==> src/rtl/dmem_port_arbiter_pkg.sv <==
// Shared definitions for the data-memory port arbiter and its neighbours
// (data memory, EX_MEM register).
package dmem_port_arbiter_pkg;

  localparam int unsigned DMEM_ADDR_W = 7;
  localparam int unsigned DMEM_DATA_W = 32;
  localparam int unsigned DMEM_CNT_W  = 16;

  typedef enum logic {
    IDLE   = 1'b0,
    SECOND = 1'b1
  } arb_state_e;

endpackage

==> src/rtl/dmem_port_arbiter_if.sv <==
// Bundle of lane request, memory port and status signals around the arbiter.
// slave: the arbiter's view; master: the pipeline/memory side.
interface dmem_port_arbiter_if
  import dmem_port_arbiter_pkg::*;
#(
  parameter int unsigned ADDR_W = DMEM_ADDR_W,
  parameter int unsigned DATA_W = DMEM_DATA_W,
  parameter int unsigned CNT_W  = DMEM_CNT_W
);
  logic              MEM_RD1;
  logic              MEM_WR1;
  logic              w_h1;
  logic [ADDR_W-1:0] DIR1;
  logic [DATA_W-1:0] DI1;
  logic              MEM_RD2;
  logic              MEM_WR2;
  logic              w_h2;
  logic [ADDR_W-1:0] DIR2;
  logic [DATA_W-1:0] DI2;
  logic [DATA_W-1:0] DO_mem;
  logic              MEM_RD;
  logic              MEM_WR;
  logic              w_h;
  logic [ADDR_W-1:0] DIR;
  logic [DATA_W-1:0] DI;
  logic [DATA_W-1:0] DO1;
  logic [DATA_W-1:0] DO2;
  logic              stall;
  logic              busy;
  logic [CNT_W-1:0]  conf_cnt;

  modport slave (
    input  MEM_RD1, MEM_WR1, w_h1, DIR1, DI1,
    input  MEM_RD2, MEM_WR2, w_h2, DIR2, DI2,
    input  DO_mem,
    output MEM_RD, MEM_WR, w_h, DIR, DI,
    output DO1, DO2, stall, busy, conf_cnt
  );

  modport master (
    output MEM_RD1, MEM_WR1, w_h1, DIR1, DI1,
    output MEM_RD2, MEM_WR2, w_h2, DIR2, DI2,
    output DO_mem,
    input  MEM_RD, MEM_WR, w_h, DIR, DI,
    input  DO1, DO2, stall, busy, conf_cnt
  );

endinterface

==> src/rtl/dmem_port_arbiter_sat_counter.sv <==
// Saturating up-counter: sticks at all-ones instead of wrapping.
module sat_counter #(
  parameter int unsigned width = 16
) (
  input  logic             clock,
  input  logic             reset,
  input  logic             inc,
  output logic [width-1:0] count
);

  logic [width-1:0] r_count;

  // Count up on inc, hold once every bit is set.
  always_ff @(posedge clock or posedge reset) begin
    if (reset) begin
      r_count <= '0;
    end else if (inc && (r_count != {width{1'b1}})) begin
      r_count <= r_count + width'(1);
    end
  end

  assign count = r_count;

endmodule

==> src/rtl/dmem_port_arbiter.sv <==
// Shares one single-ported data memory between the two issue lanes.
// A same-cycle conflict serves lane 1, stalls one cycle, then serves lane 2.
module dmem_port_arbiter
  import dmem_port_arbiter_pkg::*;
#(
  parameter int unsigned ADDR_W = DMEM_ADDR_W,
  parameter int unsigned DATA_W = DMEM_DATA_W,
  parameter int unsigned CNT_W  = DMEM_CNT_W
) (
  input  logic                reloj,
  input  logic                reset,
  dmem_port_arbiter_if.slave  bus
);

  arb_state_e        r_state;
  logic [DATA_W-1:0] r_hold1;

  logic              w_req1;
  logic              w_req2;
  logic              w_wr1;
  logic              w_rd1;
  logic              w_wr2;
  logic              w_rd2;
  logic              w_conflict;
  logic              w_sel2;
  logic [ADDR_W-1:0] w_dir;
  logic [CNT_W-1:0]  w_cnt;

  // A lane asserting both RD and WR is a write.
  assign w_wr1 = bus.MEM_WR1;
  assign w_rd1 = bus.MEM_RD1 & ~bus.MEM_WR1;
  assign w_wr2 = bus.MEM_WR2;
  assign w_rd2 = bus.MEM_RD2 & ~bus.MEM_WR2;
  assign w_req1 = w_rd1 | w_wr1;
  assign w_req2 = w_rd2 | w_wr2;

  assign w_conflict = (r_state == IDLE) & w_req1 & w_req2;
  // Lane 2 owns the port in SECOND, or in IDLE when it is the only requester.
  assign w_sel2 = (r_state == SECOND) | (~w_req1 & w_req2);

  // FSM and lane 1 read-data capture for the conflict cycle.
  always_ff @(posedge reloj or posedge reset) begin
    if (reset) begin
      r_state <= IDLE;
      r_hold1 <= '0;
    end else begin
      unique case (r_state)
        IDLE: begin
          if (w_conflict) begin
            r_hold1 <= w_wr1 ? '0 : bus.DO_mem;
            r_state <= SECOND;
          end
        end
        SECOND: r_state <= IDLE;
        default: r_state <= IDLE;
      endcase
    end
  end

  // Port mux, read-data steering and stall; everything forced to 0 in reset.
  always_comb begin
    bus.MEM_RD = 1'b0;
    bus.MEM_WR = 1'b0;
    bus.w_h    = 1'b0;
    w_dir      = '0;
    bus.DI     = '0;
    bus.DO1    = '0;
    bus.DO2    = '0;
    bus.stall  = 1'b0;
    bus.busy   = 1'b0;
    if (!reset) begin
      if (w_sel2) begin
        bus.MEM_RD = w_rd2;
        bus.MEM_WR = w_wr2;
        bus.w_h    = bus.w_h2;
        w_dir      = bus.DIR2;
        bus.DI     = bus.DI2;
      end else begin
        bus.MEM_RD = w_rd1;
        bus.MEM_WR = w_wr1;
        bus.w_h    = bus.w_h1;
        w_dir      = bus.DIR1;
        bus.DI     = bus.DI1;
      end
      bus.stall = w_conflict;
      bus.busy  = (r_state == SECOND);
      if (r_state == SECOND) begin
        bus.DO1 = r_hold1;
        bus.DO2 = bus.DO_mem;
      end else if (w_req1 && !w_req2) begin
        bus.DO1 = bus.DO_mem;
      end else if (w_req2 && !w_req1) begin
        bus.DO2 = bus.DO_mem;
      end
    end
  end

  assign bus.DIR      = w_dir;
  assign bus.conf_cnt = w_cnt;

  sat_counter #(
    .width (CNT_W)
  ) u_conf_cnt (
    .clock (reloj),
    .reset (reset),
    .inc   (w_conflict),
    .count (w_cnt)
  );

endmodule

==> src/flat_wrapper.sv <==
// flat-port wrapper written by rule: the top's interface ports become plain ports
module dmem_port_arbiter_flat import dmem_port_arbiter_pkg::*;
#(
  parameter int unsigned ADDR_W = DMEM_ADDR_W,
  parameter int unsigned DATA_W = DMEM_DATA_W,
  parameter int unsigned CNT_W  = DMEM_CNT_W
)
  (reloj, reset, bus_MEM_RD1, bus_MEM_WR1, bus_w_h1, bus_DIR1, bus_DI1, bus_MEM_RD2, bus_MEM_WR2, bus_w_h2, bus_DIR2, bus_DI2, bus_DO_mem, bus_MEM_RD, bus_MEM_WR, bus_w_h, bus_DIR, bus_DI, bus_DO1, bus_DO2, bus_stall, bus_busy, bus_conf_cnt);
  dmem_port_arbiter_if #(.ADDR_W(ADDR_W), .DATA_W(DATA_W), .CNT_W(CNT_W)) bus_i ();
  input  logic reloj;
  input  logic reset;
  input wire logic [$bits(bus_i.MEM_RD1)-1:0] bus_MEM_RD1;
  input wire logic [$bits(bus_i.MEM_WR1)-1:0] bus_MEM_WR1;
  input wire logic [$bits(bus_i.w_h1)-1:0] bus_w_h1;
  input wire logic [$bits(bus_i.DIR1)-1:0] bus_DIR1;
  input wire logic [$bits(bus_i.DI1)-1:0] bus_DI1;
  input wire logic [$bits(bus_i.MEM_RD2)-1:0] bus_MEM_RD2;
  input wire logic [$bits(bus_i.MEM_WR2)-1:0] bus_MEM_WR2;
  input wire logic [$bits(bus_i.w_h2)-1:0] bus_w_h2;
  input wire logic [$bits(bus_i.DIR2)-1:0] bus_DIR2;
  input wire logic [$bits(bus_i.DI2)-1:0] bus_DI2;
  input wire logic [$bits(bus_i.DO_mem)-1:0] bus_DO_mem;
  output wire logic [$bits(bus_i.MEM_RD)-1:0] bus_MEM_RD;
  output wire logic [$bits(bus_i.MEM_WR)-1:0] bus_MEM_WR;
  output wire logic [$bits(bus_i.w_h)-1:0] bus_w_h;
  output wire logic [$bits(bus_i.DIR)-1:0] bus_DIR;
  output wire logic [$bits(bus_i.DI)-1:0] bus_DI;
  output wire logic [$bits(bus_i.DO1)-1:0] bus_DO1;
  output wire logic [$bits(bus_i.DO2)-1:0] bus_DO2;
  output wire logic [$bits(bus_i.stall)-1:0] bus_stall;
  output wire logic [$bits(bus_i.busy)-1:0] bus_busy;
  output wire logic [$bits(bus_i.conf_cnt)-1:0] bus_conf_cnt;
  assign bus_i.MEM_RD1 = bus_MEM_RD1;
  assign bus_i.MEM_WR1 = bus_MEM_WR1;
  assign bus_i.w_h1 = bus_w_h1;
  assign bus_i.DIR1 = bus_DIR1;
  assign bus_i.DI1 = bus_DI1;
  assign bus_i.MEM_RD2 = bus_MEM_RD2;
  assign bus_i.MEM_WR2 = bus_MEM_WR2;
  assign bus_i.w_h2 = bus_w_h2;
  assign bus_i.DIR2 = bus_DIR2;
  assign bus_i.DI2 = bus_DI2;
  assign bus_i.DO_mem = bus_DO_mem;
  assign bus_MEM_RD = bus_i.MEM_RD;
  assign bus_MEM_WR = bus_i.MEM_WR;
  assign bus_w_h = bus_i.w_h;
  assign bus_DIR = bus_i.DIR;
  assign bus_DI = bus_i.DI;
  assign bus_DO1 = bus_i.DO1;
  assign bus_DO2 = bus_i.DO2;
  assign bus_stall = bus_i.stall;
  assign bus_busy = bus_i.busy;
  assign bus_conf_cnt = bus_i.conf_cnt;
  dmem_port_arbiter #(.ADDR_W(ADDR_W), .DATA_W(DATA_W), .CNT_W(CNT_W)) u_core (.reloj(reloj), .reset(reset), .bus(bus_i));
endmodule
==> config.mk <==
export PLATFORM = sky130hd
export DESIGN_NAME = dmem_port_arbiter_flat
export DESIGN_NICKNAME = d
export VERILOG_FILES = /design/src/rtl/dmem_port_arbiter_pkg.sv /design/src/rtl/dmem_port_arbiter_if.sv /design/src/rtl/dmem_port_arbiter_sat_counter.sv /design/src/rtl/dmem_port_arbiter.sv /design/src/flat_wrapper.sv
export SDC_FILE = /design/constraint.sdc
export NUM_CORES = 1
export LEC_CHECK = 0
export CORE_MARGIN = 2
export CORE_UTILIZATION = 34
export CTS_CLUSTER_DIAMETER = 200
export DETAILED_ROUTE_END_ITERATION = 8
export PLACE_DENSITY = 0.84
export SETUP_SLACK_MARGIN = 0.3
export SLEW_MARGIN = 30
export SYNTH_ARGS = -nofsm -noshare
export SYNTH_HDL_FRONTEND = slang
export SYNTH_SLANG_ARGS = --single-unit
==> constraint.sdc <==
create_clock -name reloj -period 3.97 [get_ports reloj]
set_input_delay 0.794 -clock reloj [delete_from_list [all_inputs] [get_ports reloj]]
set_output_delay 0.794 -clock reloj [all_outputs]
set_load 0.005 [all_outputs]
==> flow_summary_export.csv, run 1 <==
group,metric,value,unit
final_layout,drive_above_1_share,7.12,%
final_layout,finalInstanceArea,0.00592,mm²
worst_setup_path,r2r-start,"u_core.u_conf_cnt.count[0]$_DFFE_PP0P_",
clock_network,path_clk_slew,0.09,ns
timing,skew,0.00563,ns
clock_network,cts_sinks,49,
global_routing,grt_pass1_wl,18900,µm
route,via_per_inst,5.42,
route,vias,3873,
placed_design,place_ws,0.218,ns
logic_synthesis,synth-seq-cells,49,
power_and_ir_drop,pwr-share-comb,43.2,%
logic_synthesis,syn_inst,374,
placed_design,port_buffers,241,
route,drtAntennaViolNets,0,
min_path,holdPathStages,1,
timing,whs,0.517,ns
clock_network,h-tree-depth,2,
route,drt_iter0_drc,152,
logic_synthesis,syn_avg_cell_area,8.53,µm²
worst_setup_path,crit_fanout,20,
timing,fin_ws,0.335,ns
floorplanning,dieArea,0.0102,mm²
min_path,min_to,"u_core.u_conf_cnt.count[15]$_DFFE_PP0P_",
power_and_ir_drop,p_int,1140,µW
global_routing,grt_max_degree,55,
timing,slew_headroom,58.5,%
floorplanning,design.core.area,0.00915,mm²
final_layout,fill_cells,759,
worst_setup_path,critical_path_class,"in2out",
placed_design,dpl-instance-area,0.00571,mm²
route,wirelength,13100,µm
route,drt-pass1-iter-count,4,
logic_synthesis,syn-cell-area,0.00319,mm²
global_routing,first_global_vias,3700,
power_and_ir_drop,peakVddDrop,0.000225,V
logic_synthesis,syn-num-nets,493,
worst_setup_path,start_kind,"input pin",
clock_network,cts_tree,"built",
min_path,hold_path.class,"reg2reg",
global_routing,grt-ovfl-total,0,
floorplanning,io_pins,242,
route,drc,0,
final_layout,final_util,64.7,%
power_and_ir_drop,sequentialPowerShare,39.5,%
worst_setup_path,rrSetupSlack,1.86,ns
final_layout,final_cell_mix,"clkdlybuf4s50_1 (236), nand2_1 (84), a22o_1 (64), dfrtp_1 (49), a21oi_1 (41)",
timing,hold_viol_final,0,
power_and_ir_drop,p_leak,0.00260,µW
timing,rsz0062_at_grt,"true",
clock_network,cts_buffer_depth,2,
status,status,"finished, final reports clean",
timing,min_period_over_period,91.6,%
global_routing,antenna_found_initial,0,
min_path,min_from,"u_core.u_conf_cnt.count[15]$_DFFE_PP0P_",
power_and_ir_drop,power.density,285,mW/mm²
placed_design,place_congestion,0.963,
placed_design,post-dp-hpwl,9140,µm
logic_synthesis,synth.distinct_cells,38,
worst_setup_path,cp-end-kind,"primary output",
timing,min_period,3.63,ns
logic_synthesis,synthDominantCellAreaShare,38.4,%
timing,tightest_slew,0.617,ns
floorplanning,die-width,101,µm
timing,setup_violations,0,
clock_network,cts_buffers,5,
worst_setup_path,critPathArrivalTime,2.84,ns
worst_setup_path,r2r-end,"u_core.u_conf_cnt.count[1]$_DFFE_PP0P_",
logic_synthesis,ys_warn_count,0,
floorplanning,rows,35,
floorplanning,die_h,101,µm
timing,fmax,275,MHz
final_layout,nNetsFinal,722,
final_layout,n_antenna_cell,0,
power_and_ir_drop,p_sw,546,µW
final_layout,area_delta_synth_final,85.7,%
floorplanning,initial_core_util,34.8,%
clock_network,insertion_delay,0.30,ns
clock_network,clock-root-buffer,"clkbuf_8",
final_layout,final_common_cell,"clkdlybuf4s50_1",
logic_synthesis,synth_area_leaders,"dfrtp_1 (38%), a22o_1 (18%), nand2_1 (9.9%)",
logic_synthesis,yosysSeqAreaShare,38.4,%
worst_setup_path,required,3.18,ns
global_routing,grt_usage,23.2,%
power_and_ir_drop,switching_share,32.3,%
logic_synthesis,synth_top_area_cell,"dfrtp_1",
flow_run,drv_cap,0,
route,wl_per_cell,18.3,µm
timing,drv_slew,0,
power_and_ir_drop,p_clk_share,17.3,%
timing,fin_tns_setup,0,ns
worst_setup_path,rr_worst_depth,5,
kinds of logic (layout without fill, tap and decap cells):
group / count (synthesis) / count (layout) / share of synthesized area, %
and+or+nand+nor: 158 / 158 / 25.6
AOI/OAI and AO/OA: 114 / 114 / 25.9
DFF: 49 / 49 / 38.4
buffers and inverters: 38 / 268 / 5.45
xor gates and xnor gates: 10 / 10 / 2.75
muxes: 4 / 4 / 1.41
adders and majority gates: 1 / 1 / 0.392
synth_stat cells (all sizes together):
library cell   n
nand2b         4
a211oi         1
nor2           5
or2            1
dfrtp         49
o211ai         1
nor4b          1
buf           18
and4           1
xor2           9
nand4b         1
nor4           4
nor3b          2
nand4          6
a22o          64
o21a           1
xnor2          1
nor2b          2
nor3           7
ha             1
and3          34
clkbuf        17
a21o           1
o21ai          3
a21oi         42
inv            3
o21bai         1
nand3          6
mux2           4
nand2         84
power by group through the flow:
stage	combinational, µW	clock, µW	sequential, µW
after floorplan	280	0	658
after global placement	692	0	669
after detailed placement	702	0	675
after CTS	707	301	667
after global routing	787	321	680
final	731	292	667
through the flow:
stage               cells  power [µW]
detailed placement    702        1380
floorplan             374         938
global placement      702        1360
CTS                   710        1670
finish                715        1690
global route          715        1790
critical path: stages:
cell and delay, ns:
clkdlybuf4s50_1 0.46, or2_4 0.31, a21oi_4 0.27, clkbuf_16 0.25, nand2_1 0.07, a21oi_1 0.16, clkdlybuf4s50_1 0.53
repair_timing:
action | CTS | global route
hold buffers | 0 | 0
resized for setup | 1 | 7
buffers inserted | 0 | 2
cloned | 0 | 3
setup endpoints to repair | 16 | 15
sequential cells by signal, indices dropped and copies added (netlist names):
| signal | cells |
|---|---|
| u_core.r_hold1 | 32 |
| u_core.u_conf_cnt.count | 16 |
| u_core.r_state | 1 |
worst max-delay path by stage:
stage	from	slack (ns)	cells after the start	end
after floorplan	reset	0.94	4	bus_DO2[23]
after global placement	bus_MEM_WR2	0.26	7	bus_DI[30]
final	bus_MEM_RD2	0.34	7	bus_DIR[1]
after CTS	bus_MEM_RD2	0.34	7	bus_DI[29]
after detailed placement	bus_MEM_WR2	0.22	7	bus_DI[30]
after global routing	bus_MEM_RD2	0.25	7	bus_DIR[1]
final cells by class:
class | instances | area [µm²] | area share [%]
Inverter | 3 | 11.3 | 0.190
Timing Repair Buffer | 257 | 2630 | 44.4
Tap cell | 111 | 139 | 2.34
Sequential cell | 49 | 1230 | 20.7
Multi-Input combinational cell | 287 | 1830 | 30.9
Clock buffer | 6 | 72.6 | 1.23
Clock inverter | 2 | 15.0 | 0.253
routing by layer:
| layer | track usage [%] | routed length, µm | part of all wire, % |
|---|---|---|---|
| met5 | 0 | 0 | 0 |
| met4 | 6.53 | 271 | 2.1 |
| met3 | 4.02 | 955 | 7.3 |
| met2 | 40.1 | 6490 | 50 |
| met1 | 29.9 | 5360 | 41 |
(Power assumes the default switching activity.)
==> run 2: changes to the inputs <==
CAP_MARGIN = 10   (was not set)
==> results of run 2 <==
Final layout, timing and power as in run 1 (identical DEF).
==> run 3: changes to the inputs <==
CORE_MARGIN = not set   (was 2)
GPL_TIMING_DRIVEN = 1   (was not set)
SKIP_CTS_REPAIR_TIMING = 1   (was not set)
==> flow_summary_export.csv, run 3 (same netlist as run 1, synthesis figures left out) <==
group,metric,value,unit
status,status,"finished, final reports clean",
global_routing,grt_pass1_wl,19300,µm
final_layout,final_cell_mix,"clkdlybuf4s50_1 (240), nand2_1 (84), a22o_1 (64), dfrtp_1 (49), a21oi_1 (41)",
clock_network,h-tree-depth,2,
power_and_ir_drop,sequentialPowerShare,37.2,%
timing,hold_viol_final,0,
worst_setup_path,critical_path_class,"in2out",
final_layout,n_antenna_cell,0,
clock_network,cts_buffers,5,
timing,fin_tns_setup,0,ns
clock_network,clock-root-buffer,"clkbuf_8",
floorplanning,io_pins,242,
route,drt-pass1-iter-count,5,
worst_setup_path,r2r-start,"u_core.u_conf_cnt.count[0]$_DFFE_PP0P_",
placed_design,dp.cells,698,
power_and_ir_drop,switching_share,30.0,%
timing,min_period_over_period,89.3,%
worst_setup_path,crit_fanout,40,
final_layout,finalNonFillerCells,706,
floorplanning,design.core.area,0.00889,mm²
final_layout,drive_above_1_share,6.19,%
timing,drv_slew,0,
timing,slew_headroom,49.5,%
floorplanning,dieArea,0.00977,mm²
clock_network,path_clk_slew,0.09,ns
placed_design,place_congestion,0.885,
floorplanning,rows,34,
final_layout,area_delta_synth_final,83.7,%
worst_setup_path,startpoint,"bus_MEM_RD2",
floorplanning,die-width,98.9,µm
route,drtAntennaViolNets,0,
timing,rsz0062_at_grt,"false",
timing,min_period,3.55,ns
global_routing,first_global_vias,3774,
clock_network,insertion_delay,0.30,ns
timing,fmax,282,MHz
timing,setup_violations,0,
power_and_ir_drop,p_leak,0.00252,µW
worst_setup_path,start_kind,"input pin",
timing,skew,0.00748,ns
flow_run,drv_cap,0,
min_path,min_from,"u_core.r_hold1[1]$_DFFE_PP0P_",
worst_setup_path,required,3.18,ns
worst_setup_path,cp-end-kind,"primary output",
final_layout,nNetsFinal,716,
route,vias,3787,
global_routing,grt_max_degree,51,
placed_design,port_buffers,241,
global_routing,grt-ovfl-total,0,
power_and_ir_drop,p_clk_share,23.2,%
floorplanning,die_h,98.9,µm
final_layout,largest_reg_flops,32,
final_layout,regMostFlops,"u_core.r_hold1",
global_routing,grt_usage,24.8,%
global_routing,antenna_found_initial,0,
route,drc,0,
timing,whs,0.516,ns
floorplanning,initial_core_util,35.9,%
route,drt_iter0_drc,220,
power_and_ir_drop,p_int,1260,µW
route,wl_per_cell,17.7,µm
worst_setup_path,critPathArrivalTime,2.75,ns
placed_design,post-dp-hpwl,9300,µm
power_and_ir_drop,pwr-share-comb,39.6,%
route,via_per_inst,5.36,
clock_network,cts_buffer_depth,2,
clock_network,cts_sinks,49,
min_path,hold_path.class,"reg2reg",
power_and_ir_drop,p_sw,537,µW
timing,tightest_slew,0.756,ns
power_and_ir_drop,peakVddDrop,0.000193,V
route,wirelength,12500,µm
power_and_ir_drop,power.density,306,mW/mm²
final_layout,final_common_cell,"clkdlybuf4s50_1",
clock_network,cts_tree,"built",
==> run 3: path summary, 6_finish.rpt <==
| path | to | slack (ns) | cells after the start |
|---|---|---|---|
| min in group asynchronous | u_core.r_hold1[10]$_DFFE_PP0P_ | 0.80 | 2 |
| max in group asynchronous | u_core.u_conf_cnt.count[6]$_DFFE_PP0P_ | 2.46 | 3 |
| hold reg to reg | u_core.r_hold1[1]$_DFFE_PP0P_ | 0.52 | 1 |
| setup / recovery | bus_DI[23] | 0.42 | 7 |
| hold / removal | u_core.r_hold1[1]$_DFFE_PP0P_ | 0.52 | 1 |
| setup reg to reg | u_core.u_conf_cnt.count[1]$_DFFE_PP0P_ | 1.77 | 5 |
==> run 3: area by class of cell <==
cell class / count / area [µm²]
Fill cell: 723 / 3030
Clock buffer: 5 / 68.8
Tap cell: 108 / 135
Timing Repair Buffer: 251 / 2530
Inverter: 3 / 11.3
Multi-Input combinational cell: 287 / 1820
Clock inverter: 3 / 65.1
Sequential cell: 49 / 1230
==> run 3: layer usage <==
layer | global-route usage, % | vias to the layer above | routed length (µm)
met3 | 5.60 | 28 | 1010
li1 | - | 1796 | -
met4 | 10.1 | 0 | 405
met2 | 44.7 | 181 | 6260
met5 | 0 | - | 0
met1 | 28.2 | 1782 | 4820
==> run 3: per-stage QoR <==
step	utilization [%]	total power (µW)	instance area, µm²	setup WS, ns
2_1_floorplan	-	938	3190	0.941
3_3_place_gp	64.3	1360	5710	0.338
3_5_place_dp	64.3	1380	5710	0.308
4_1_cts	65.8	1810	5850	0.303
5_1_grt	65.9	1890	5860	0.332
6_report	65.9	1790	5860	0.424
==> run 3: power groups by stage <==
stage / clock (µW) / combinational [µW] / sequential, µW
4_1_cts: 428 / 713 / 666
2_1_floorplan: 0 / 280 / 658
3_5_place_dp: 0 / 708 / 674
6_report: 416 / 709 / 666
3_3_place_gp: 0 / 691 / 669
5_1_grt: 448 / 767 / 680
==> run 3: worst max-delay path: stages <==
cell,delay (ns)
clkdlybuf4s50_1,0.44
or2_4,0.31
a21oi_2,0.18
buf_12,0.21
nand2_1,0.08
a21oi_1,0.18
clkdlybuf4s50_1,0.54
